$ cat src/rtl/div_pkg.sv
// Shared constants and state encoding for the sequential restoring divider.
package div_pkg;

    localparam int unsigned DIV_WIDTH = 8;
    localparam int unsigned DIV_CNT_W = $clog2(DIV_WIDTH + 1);

    localparam logic [1:0] ST_IDLE = 2'd0;
    localparam logic [1:0] ST_RUN  = 2'd1;
    localparam logic [1:0] ST_DONE = 2'd2;

    typedef enum logic [1:0] {
        S_IDLE = ST_IDLE,
        S_RUN  = ST_RUN,
        S_DONE = ST_DONE
    } div_state_e;

endpackage : div_pkg

$ cat src/rtl/div_trial_sub.sv
// Trial subtraction a - b by complement-and-add with carry-in 1.
// a carries one extra bit (the shifted-out remainder MSB); the difference is
// only consumed when there is no borrow, where it always fits in W bits.
module div_trial_sub #(
    parameter int unsigned W = 8
) (
    input  logic [W:0]   a_i,
    input  logic [W-1:0] b_i,
    output logic [W-1:0] diff_o,
    output logic         borrow_o
);

    logic [W+1:0] sum_c;
    logic         unused_c;

    // Carry-out of a + ~b + 1 is the inverted borrow.
    assign sum_c    = {1'b0, a_i} + {1'b0, ~{1'b0, b_i}} + (W + 2)'(1);
    assign borrow_o = ~sum_c[W+1];
    assign diff_o   = sum_c[W-1:0];
    assign unused_c = sum_c[W];

endmodule : div_trial_sub

$ cat src/rtl/seq_divider.sv
// Multi-cycle unsigned restoring divider: one quotient bit per clock,
// start/done handshake, held result registers and divide-by-zero flag.
module seq_divider
    import div_pkg::*;
#(
    parameter int unsigned WIDTH = DIV_WIDTH
) (
    input  logic             clk,
    input  logic             reset,
    input  logic             start,
    input  logic [WIDTH-1:0] dividend,
    input  logic [WIDTH-1:0] divisor,
    output logic             busy,
    output logic             done,
    output logic [WIDTH-1:0] quotient,
    output logic [WIDTH-1:0] remainder,
    output logic             divByZero
);

    localparam int unsigned CW = $clog2(WIDTH + 1);

    div_state_e       state_q;
    logic [WIDTH-1:0] rem_q;
    logic [WIDTH-1:0] quo_q;
    logic [WIDTH-1:0] dvs_q;
    logic [CW-1:0]    cnt_q;

    logic [WIDTH:0]   rem_sh_c;
    logic [WIDTH-1:0] diff_c;
    logic             borrow_c;
    logic [WIDTH-1:0] quo_nxt_c;
    logic [WIDTH-1:0] rem_nxt_c;

    // Shift {rem,quo} left by one; the remainder keeps its carried-out MSB.
    assign rem_sh_c  = {rem_q, quo_q[WIDTH-1]};
    assign quo_nxt_c = {quo_q[WIDTH-2:0], ~borrow_c};
    assign rem_nxt_c = borrow_c ? rem_sh_c[WIDTH-1:0] : diff_c;

    div_trial_sub #(
        .W(WIDTH)
    ) u_trial_sub (
        .a_i      (rem_sh_c),
        .b_i      (dvs_q),
        .diff_o   (diff_c),
        .borrow_o (borrow_c)
    );

    always_ff @(posedge clk) begin
        if (!reset) begin
            state_q   <= S_IDLE;
            rem_q     <= '0;
            quo_q     <= '0;
            dvs_q     <= '0;
            cnt_q     <= '0;
            busy      <= 1'b0;
            done      <= 1'b0;
            quotient  <= '0;
            remainder <= '0;
            divByZero <= 1'b0;
        end else begin
            done <= 1'b0;
            case (state_q)
                S_IDLE, S_DONE: begin
                    if (start && (divisor != '0)) begin
                        dvs_q     <= divisor;
                        rem_q     <= '0;
                        quo_q     <= dividend;
                        cnt_q     <= CW'(WIDTH);
                        busy      <= 1'b1;
                        divByZero <= 1'b0;
                        state_q   <= S_RUN;
                    end else if (start) begin
                        // Divide by zero completes immediately with saturated quotient.
                        quotient  <= '1;
                        remainder <= dividend;
                        divByZero <= 1'b1;
                        done      <= 1'b1;
                        state_q   <= S_DONE;
                    end else begin
                        state_q <= S_IDLE;
                    end
                end
                S_RUN: begin
                    quo_q <= quo_nxt_c;
                    rem_q <= rem_nxt_c;
                    cnt_q <= cnt_q - CW'(1);
                    if (cnt_q == CW'(1)) begin
                        quotient  <= quo_nxt_c;
                        remainder <= rem_nxt_c;
                        busy      <= 1'b0;
                        done      <= 1'b1;
                        state_q   <= S_DONE;
                    end
                end
                default: state_q <= S_IDLE;
            endcase
        end
    end

endmodule : seq_divider

$ cat config.mk
export PLATFORM = sky130hd
export DESIGN_NAME = seq_divider
export DESIGN_NICKNAME = d
export VERILOG_FILES = /design/src/rtl/div_pkg.sv /design/src/rtl/div_trial_sub.sv /design/src/rtl/seq_divider.sv
export SDC_FILE = /design/constraint.sdc
export NUM_CORES = 1
export LEC_CHECK = 0
export ABC_AREA = 1
export CAP_MARGIN = 20
export CORE_MARGIN = 2
export CORE_UTILIZATION = 65
export CTS_BUF_LIST = sky130_fd_sc_hd__clkbuf_4
export DETAILED_ROUTE_END_ITERATION = 8
export DONT_BUFFER_PORTS = 1
export GPL_TIMING_DRIVEN = 0
export HOLD_SLACK_MARGIN = 0.15
export PLACE_DENSITY = 0.8
export SLEW_MARGIN = 30
export SYNTH_ARGS = -nofsm -noshare
export SYNTH_HDL_FRONTEND = slang
export SYNTH_HIERARCHICAL = 1
export SYNTH_SLANG_ARGS = --single-unit
$ cat constraint.sdc
create_clock -name clk -period 4.7 [get_ports clk]
set_input_delay 0.705 -clock clk [delete_from_list [all_inputs] [get_ports clk]]
set_output_delay 0.705 -clock clk [all_outputs]
set_load 0.02 [all_outputs]
# Word-level counts from Yosys, hierarchy flattened

Index checks and enable logic that the tools add are counted.

Register bits after elaboration: 49
Word-level logic and storage cells: 60

Add/sub/neg operators: 3
Mux-type cells: 28
Eq/ne operators: 7
Reductions and logical operators: 11
Bitwise operators: 1

Operator list:

| cell                  | count |
|---|---|
| $mux 8                | 9 |
| $pmux 8 s2            | 4 |
| $add 10x1->10 const B | 1 |
| $add 9x9->10          | 1 |
| $not 8->9             | 1 |
| $ne 2x2->1 const B    | 4 |
| $pmux 4 s2            | 1 |
| $reduce_bool 8->1     | 1 |
| $mux 1                | 7 |
| $mux 2                | 3 |
| $reduce_and 2->1      | 3 |
| $eq 4x1->1 const B    | 1 |
| $mux 4                | 1 |
| $pmux 1 s2            | 2 |
| $pmux 2 s2            | 1 |
| $reduce_and 4->1      | 1 |
| $reduce_bool 2->1     | 2 |
| $sub 4x1->4 const B   | 1 |
| $reduce_and 3->1      | 1 |
| $eq 2x1->1 const B    | 1 |
| $eq 2x2->1 const B    | 1 |
| $logic_not 2->1       | 1 |
| $reduce_or 2->1       | 1 |
| $logic_and 1x1->1     | 1 |

# Logic depth before layout (Yosys ltp)

Gate-level depths: netlist of run 1.

Depth after elaboration: 6
Depth in mapped cells: 17
Depth with buffers taken out: 16

# Modules after synthesis

Netlist of run 1, hierarchy kept.

Modules (own cells, without submodules):

| module        | cells each | times used | area an instance (sq um) |
|---|---|---|---|
| seq_divider   | 338        | 1          | 2,416.1 |
| div_trial_sub | 87         | 1          | 459.2 |

# Least setup slack after synthesis of run 1

No wires, ideal clock.

Kind: reg-to-reg
Start point: reg dvs_q[4]
End point: reg remainder[2]
Required time: 4.629 ns
Period minus slack after synthesis: 1.880 ns
Setup time: 0.071 ns
Arrival time: 1.809 ns
Path slack: 2.820 ns
Buffers on the path: 1
Cell stages (with the launch flop): 17
Cell sequence: dfxtp_1 inv_1 ha_1 nand2_1 nand2_1 inv_1 nand2_1 nand2_1 nand2_1 nor2_1 buf_4 clkinv_1 o21ai_0 nand2_1 nand2_1 nand2_1 a21oi_1

Cells in the longest elaborated chain, start to end: 6

RTL lines:

| item                   | line                | RTL |
|---|---|---|
| from (decl)            | seq_divider.sv:25   | `logic [WIDTH-1:0] dvs_q;` |
| from (signal assigned) | seq_divider.sv:65   | `dvs_q <= divisor;` |
| $not 8->9              | div_trial_sub.sv:17 | `assign sum_c = {1'b0, a_i} + {1'b0, ~{1'b0, b_i}} + (W + 2)'(1);` |
| $add 9x9->10           | div_trial_sub.sv:17 |  |
| $add 10x1->10          | div_trial_sub.sv:17 |  |
| $mux 8                 | seq_divider.sv:37   | `assign rem_nxt_c = borrow_c ? rem_sh_c[WIDTH-1:0] : diff_c;` |
| $mux 8                 | seq_divider.sv:87   | `if (cnt_q == CW'(1)) begin` |
| $pmux 8 s2             | seq_divider.sv:62   | `case (state_q)` |
| to (signal assigned)   | seq_divider.sv:75   | `remainder <= dividend;` |
| to (signal assigned)   | seq_divider.sv:89   | `remainder <= rem_nxt_c;` |
| to (decl)              | seq_divider.sv:16   | `output logic [WIDTH-1:0] remainder,` |

Every way passes these cells. The select of a mux whose other input is x is not followed.
A chain may end at the register's enable or synchronous reset.

# Worst setup path after layout of run 1

Start point: reg dvs_q[4]
End point: reg remainder[6]

Same word-level chain as after synthesis.

==> impl_metrics.tcl, run 1 <==
set metrics [dict create \
    hold_viol 0 \
    via_per_inst 5.328 \
    grt.total_usage 0.2640 \
    cap_violations 0 \
    worstHoldPathType "input port to flip-flop" \
    crit_path_max_incr_delay_ns 0.36 \
    drc 0 \
    place_area_sq_mm 0.002940 \
    synthTopCellsByCount "109 x nand2_1, 64 x inv_1, 54 x nor2_1" \
    slew_violations 0 \
    end_kind "flip-flop" \
    wirelength_um 6160 \
    p_leak_nw 1.554 \
    synth_area_leaders "dfxtp_1 34%, nand2_1 14%, inv_1 8.4%" \
    cts-hold-fix-buffers 0 \
    rsz0062_at_grt "no" \
    stdcell_count 485 \
    crit_buf_inv 4 \
    grt-ovfl-total 0 \
    finalSetupViolations 0 \
    grt_max_degree 16 \
    area_growth_pct 4.308 \
    yosysTopAreaCell "dfxtp_1" \
    fin_tns_setup_ns 0 \
    min_period_over_period 0.4680 \
    grt_pass1_wl_um 10520 \
    syn_inst 425 \
    critPathMaxFanout 10 \
    drive_gt1_frac 0.1224 \
    path_common_cell "nand2_1" \
    synthArstFlopShare 0 \
    fill_cells 405 \
    hpwlAfterDp_um 4790 \
    antenna_cells 0 \
    postLayoutCellArea_sq_mm 0.002999 \
    tightest_slew_ns 0.4816 \
    die_w_um 70.51 \
    cts_buffers 5 \
    critPathArrivalTime_ns 2.45 \
    drt_iter0_drc 134 \
    critical_path.slowest_cell "dfxtp_1" \
    dr.pass1.iters 4 \
    clock.fmax_mhz 454.6 \
    final_antenna_net_count 0 \
    yosysMostFrequentCell "nand2_1" \
    yosysSeqAreaShare 0.3412 \
    cp.required_ns 4.95 \
    layout.nets 462 \
    synth_ff_type "dfxtp_1" \
    clk_pin_slew_ns 0.14 \
    dieArea_sq_mm 0.004972 \
    place.gp.congestion 0.8635 \
    layout_min_cycle_time_ns 2.200 \
    via_count 2584 \
    root_buffer "clkbuf_4" \
    vdd_drop_max_v 0.0001676 \
    syn_nets 455 \
    crit_path_cell_trace "inv_1 > ha_1 > nand2_1 > nand2_1 > inv_1 > nand2_1 > nand2_1 > nand2_1 > nor2_1 > buf_4 > clkinv_1 > nand2_1 > nand2_1 > nand2_1 > nand2_1 > nand2_1 > a21oi_1" \
    yosys_warnings 6 \
    syn_area_sq_mm 0.002875 \
    cts_tree "yes" \
    status "complete, no violations" \
    cts_resized 0 \
    final_core_util 0.6984 \
    num_rows 24 \
    start_kind "flip-flop" \
    num_io_pins 38 \
    dp.cells 477 \
    crit_type "flip-flop to flip-flop" \
    relSlewSlack 0.6789 \
    synth_edf_count 0 \
    coreArea_sq_mm 0.004294 \
    clk_latency_ns 0.37 \
    synth.distinct_cells 28 \
    clock_sinks 49 \
    yosys.area.top_type_share 0.3412 \
    cts_setup_buffers 0 \
    wire_per_inst_um 12.70 \
    h-tree-depth 2 \
    cp_top_family "simple AND/OR/NAND/NOR gates" \
    synth_seq_cells 49 \
    initial_core_util 0.6696 \
    grt_pass1_vias 2311 \
    clockBufferDepth 2 \
    finalClockSkew_ns 0.009633 \
    power.density_mw_per_mm2 338.8 \
    portBuffers 0 \
    antenna_found_initial 0 \
    die_h_um 70.51 \
    total_power_mw 1.016 \
    syn_area_per_cell_sq_um 6.765 \
]
-- routing by layer --
metal  global-route usage  share of wire  vias to the layer above
met1               0.3623           0.46                     1172
li1                     -              -                     1332
met5                    0              0                        -
met4              0.07265          0.017                        0
met3              0.05772          0.061                       12
met2               0.4214           0.46                       68
-- cells in the final DEF (no fill, tap or decap), drive strengths merged --
cell    synthesis  layout
nand2         121     121
inv            66      67
nor2           60      60
dfxtp          49      49
o21ai          30      30
nand3          25      25
a21oi          23      23
buf            14      14
ha             10      10
nand4           9       9
clkbuf          3       9
nand3b          5       5
or2             3       3
xnor2           3       3
clkinv          2       3
nor3            1       1
fa              1       1
-- worst reg2reg max path: cells and delay by family (launching register included) --
| family | cells | cell delay, ns |
|---|---|---|
| and+or+nand+nor | 11 | 0.82 |
| buffers and inverters | 4 | 0.52 |
| DFF | 1 | 0.36 |
| adders and majority gates | 1 | 0.34 |
| AOI/OAI and AO/OA | 1 | 0.06 |
-- final cells by class --
| type | count | area [sq um] | share of cell area |
|---|---|---|---|
| flip-flops and latches | 49 | 980.9 | 0.3271 |
| clock buffers | 6 | 45.04 | 0.01502 |
| clock inverters | 2 | 13.76 | 0.004589 |
| plain buffers | 17 | 132.6 | 0.04422 |
| inverters | 68 | 260.3 | 0.08678 |
| multi-input cells | 291 | 1501 | 0.5006 |
| well taps | 52 | 65.06 | 0.02169 |
-- power breakdown --
part,internal (mW),leakage [nW],total (mW),switching [mW]
Combinational,0.127,1.12,0.342,0.215
Clock,0.0659,0.0360,0.201,0.135
Sequential,0.447,0.402,0.473,0.0263
Total,0.639,1.55,1.02,0.377
-- path summary, 6_finish.rpt --
path                               from                        end  slack (ns)  cells past startpoint
setup reg to reg  dvs_q[4]$_SDFFE_PN0P_  remainder[6]$_SDFFE_PN0P_        2.50                     17
hold reg to reg   dvs_q[2]$_SDFFE_PN0P_      dvs_q[2]$_SDFFE_PN0P_        0.50                      2
setup / recovery  dvs_q[4]$_SDFFE_PN0P_  remainder[6]$_SDFFE_PN0P_        2.50                     17
hold / removal               divisor[6]      dvs_q[6]$_SDFFE_PN0P_        0.50                      2
-- stage by stage --
| step | hold slack, ns | setup WS [ns] |
|---|---|---|
| 6_report | 0.4954 | 2.500 |
| 5_1_grt | 0.4979 | 2.228 |
| 4_1_cts | 0.4945 | 2.475 |
| 3_5_place_dp | 0.4729 | 2.512 |
| 2_1_floorplan | 0.4544 | 2.820 |
| 3_3_place_gp | 0.4655 | 2.537 |
-- kinds of logic after synthesis --
family,count (synthesis),synth area share
and+or+nand+nor,224,0.3547
buffers and inverters,85,0.1366
AOI/OAI and AO/OA,53,0.1079
DFF,49,0.3412
adders and majority gates,11,0.05048
xor gates and xnor gates,3,0.009140
-- flip-flops by register name, summed over array words and instances (netlist names) --
name	count
remainder	8
rem_q	8
state_q	2
cnt_q	4
divByZero	1
quo_q	8
busy	1
quotient	8
done	1
dvs_q	8
No activity file was read; power rests on OpenSTA's default activity.
==> run 2: changes to the inputs <==
Clock period 4.7 ns to 2.1 ns, I/O delays scaled along.
==> impl_metrics.tcl, run 2 (same netlist as run 1, synthesis figures left out) <==
set metrics [dict create \
    worstHoldPathType "input port to flip-flop" \
    end_kind "flip-flop" \
    most-common-layout-cells "107 x nand2_1, 60 x inv_1, 54 x nor2_1" \
    wire_per_inst_um 13.33 \
    die_w_um 70.51 \
    clk_latency_ns 0.37 \
    regArea_sq_um 989.7 \
    dr.pass1.iters 4 \
    crit_type "flip-flop to flip-flop" \
    vdd_drop_max_v 0.0003886 \
    grt-ovfl-total 0 \
    cts_tree "yes" \
    p_leak_nw 1.627 \
    cp.required_ns 2.36 \
    fin_tns_setup_ns 0 \
    min_period_over_period 0.9202 \
    critical_path.slowest_cell "dfxtp_2" \
    slew_violations 0 \
    layout_min_cycle_time_ns 1.933 \
    clock.fmax_mhz 517.5 \
    critPathMaxFanout 5 \
    hpwlAfterDp_um 4790 \
    num_rows 24 \
    clock_sinks 49 \
    start_kind "flip-flop" \
    path_common_cell "nand2_1" \
    via_per_inst 5.320 \
    final_antenna_net_count 0 \
    clockBufferDepth 2 \
    critPathArrivalTime_ns 2.20 \
    fill_cells 367 \
    wirelength_um 6665 \
    antenna_cells 0 \
    place_ws_ns -0.08825 \
    total_power_mw 2.420 \
    cts_buffers 5 \
    tightest_slew_ns 0.5086 \
    crit_path_max_incr_delay_ns 0.36 \
    relSlewSlack 0.6609 \
    final_common_cell "nand2_1" \
    area_growth_pct 12.36 \
    finalClockSkew_ns 0.01175 \
    grt_max_degree 16 \
    grt.total_usage 0.2719 \
    multiInputGateArea_sq_mm 0.001587 \
    dieArea_sq_mm 0.004972 \
    drive_gt1_frac 0.1786 \
    coreArea_sq_mm 0.004294 \
    antenna_found_initial 0 \
    power.density_mw_per_mm2 749.0 \
    grt_pass1_vias 2395 \
    cap_violations 0 \
    grt_pass1_wl_um 10800 \
    postLayoutCellArea_sq_mm 0.003231 \
    die_h_um 70.51 \
    num_io_pins 38 \
    layout.nets 477 \
    clk_pin_slew_ns 0.15 \
    setup_ws_ns 0.1675 \
    place_area_sq_mm 0.002940 \
    crit_path_cell_trace "inv_2 > ha_4 > nand2_4 > nor3_4 > nand2_1 > nor2_1 > nor2_1 > buf_4 > buf_4 > nand2_1 > nand2_1 > nand2_1 > nand2_1 > nand2_2 > a21oi_2" \
    finalSetupViolations 0 \
    drc 0 \
    h-tree-depth 2 \
    root_buffer "clkbuf_4" \
    status "complete, no violations" \
    initial_core_util 0.6696 \
    portBuffers 0 \
    hold_viol 0 \
    drt_iter0_drc 148 \
    place.gp.congestion 0.8635 \
    via_count 2660 \
]
==> run 2: per-stage QoR <==
stage	hold slack [ns]	std cells	utilization
CTS	0.1837	497	0.7249
floorplan	0.4544	425	-
global route	0.1902	500	0.7523
finish	0.1876	500	0.7523
global placement	0.4655	477	0.6847
detailed placement	0.4729	477	0.6847
==> run 2: area by class of cell <==
class	instances	share of cell area
well taps	52	0.02014
flip-flops and latches	49	0.3064
plain buffers	17	0.04105
multi-input cells	291	0.4911
inverters	68	0.08133
repair buffers	15	0.04183
clock inverters	2	0.004260
clock buffers	6	0.01394
==> run 2: path summary, 6_finish.rpt <==
check | cells past startpoint | slack [ns] | endpoint | from
worst max-delay path | 15 | 0.17 | remainder[4]$_SDFFE_PN0P_ | dvs_q[5]$_SDFFE_PN0P_
worst min-delay path | 2 | 0.19 | busy$_SDFFE_PN0P_ | reset
worst max register to register | 15 | 0.17 | remainder[4]$_SDFFE_PN0P_ | dvs_q[5]$_SDFFE_PN0P_
worst min register to register | 2 | 0.49 | dvs_q[2]$_SDFFE_PN0P_ | dvs_q[2]$_SDFFE_PN0P_
==> run 2: repair_timing <==
action,CTS,global route
buffers inserted,3,3
endpoints found under the setup margin,14,18
gates resized for setup,1,24
pin swaps,0,8
hold buffers,9,0
hold endpoints to repair,10,0
gates cloned,0,0
==> run 2: power breakdown <==
group          internal, mW  switching [mW]  total [mW]  leakage, nW
Clock                 0.147           0.309       0.457       0.0360
Combinational         0.368           0.527       0.896         1.19
Sequential             1.00          0.0645        1.07        0.404
==> run 2: critical path, delay by kind of cell (launching register included) <==
family	cells	cell delay (ns)
compound gates	1	0.04
fa+ha+maj	1	0.29
buf+inv	3	0.35
flops	1	0.36
simple gates	10	0.78
==> run 2: metal layers <==
metal,track usage,vias to the layer above,share of wire,routed length (um)
met1,0.3668,1200,0.45,3019
met2,0.4444,86,0.47,3113
met3,0.05628,12,0.063,423
met4,0.07265,0,0.016,108
met5,0,-,0,0
li1,-,1362,-,-
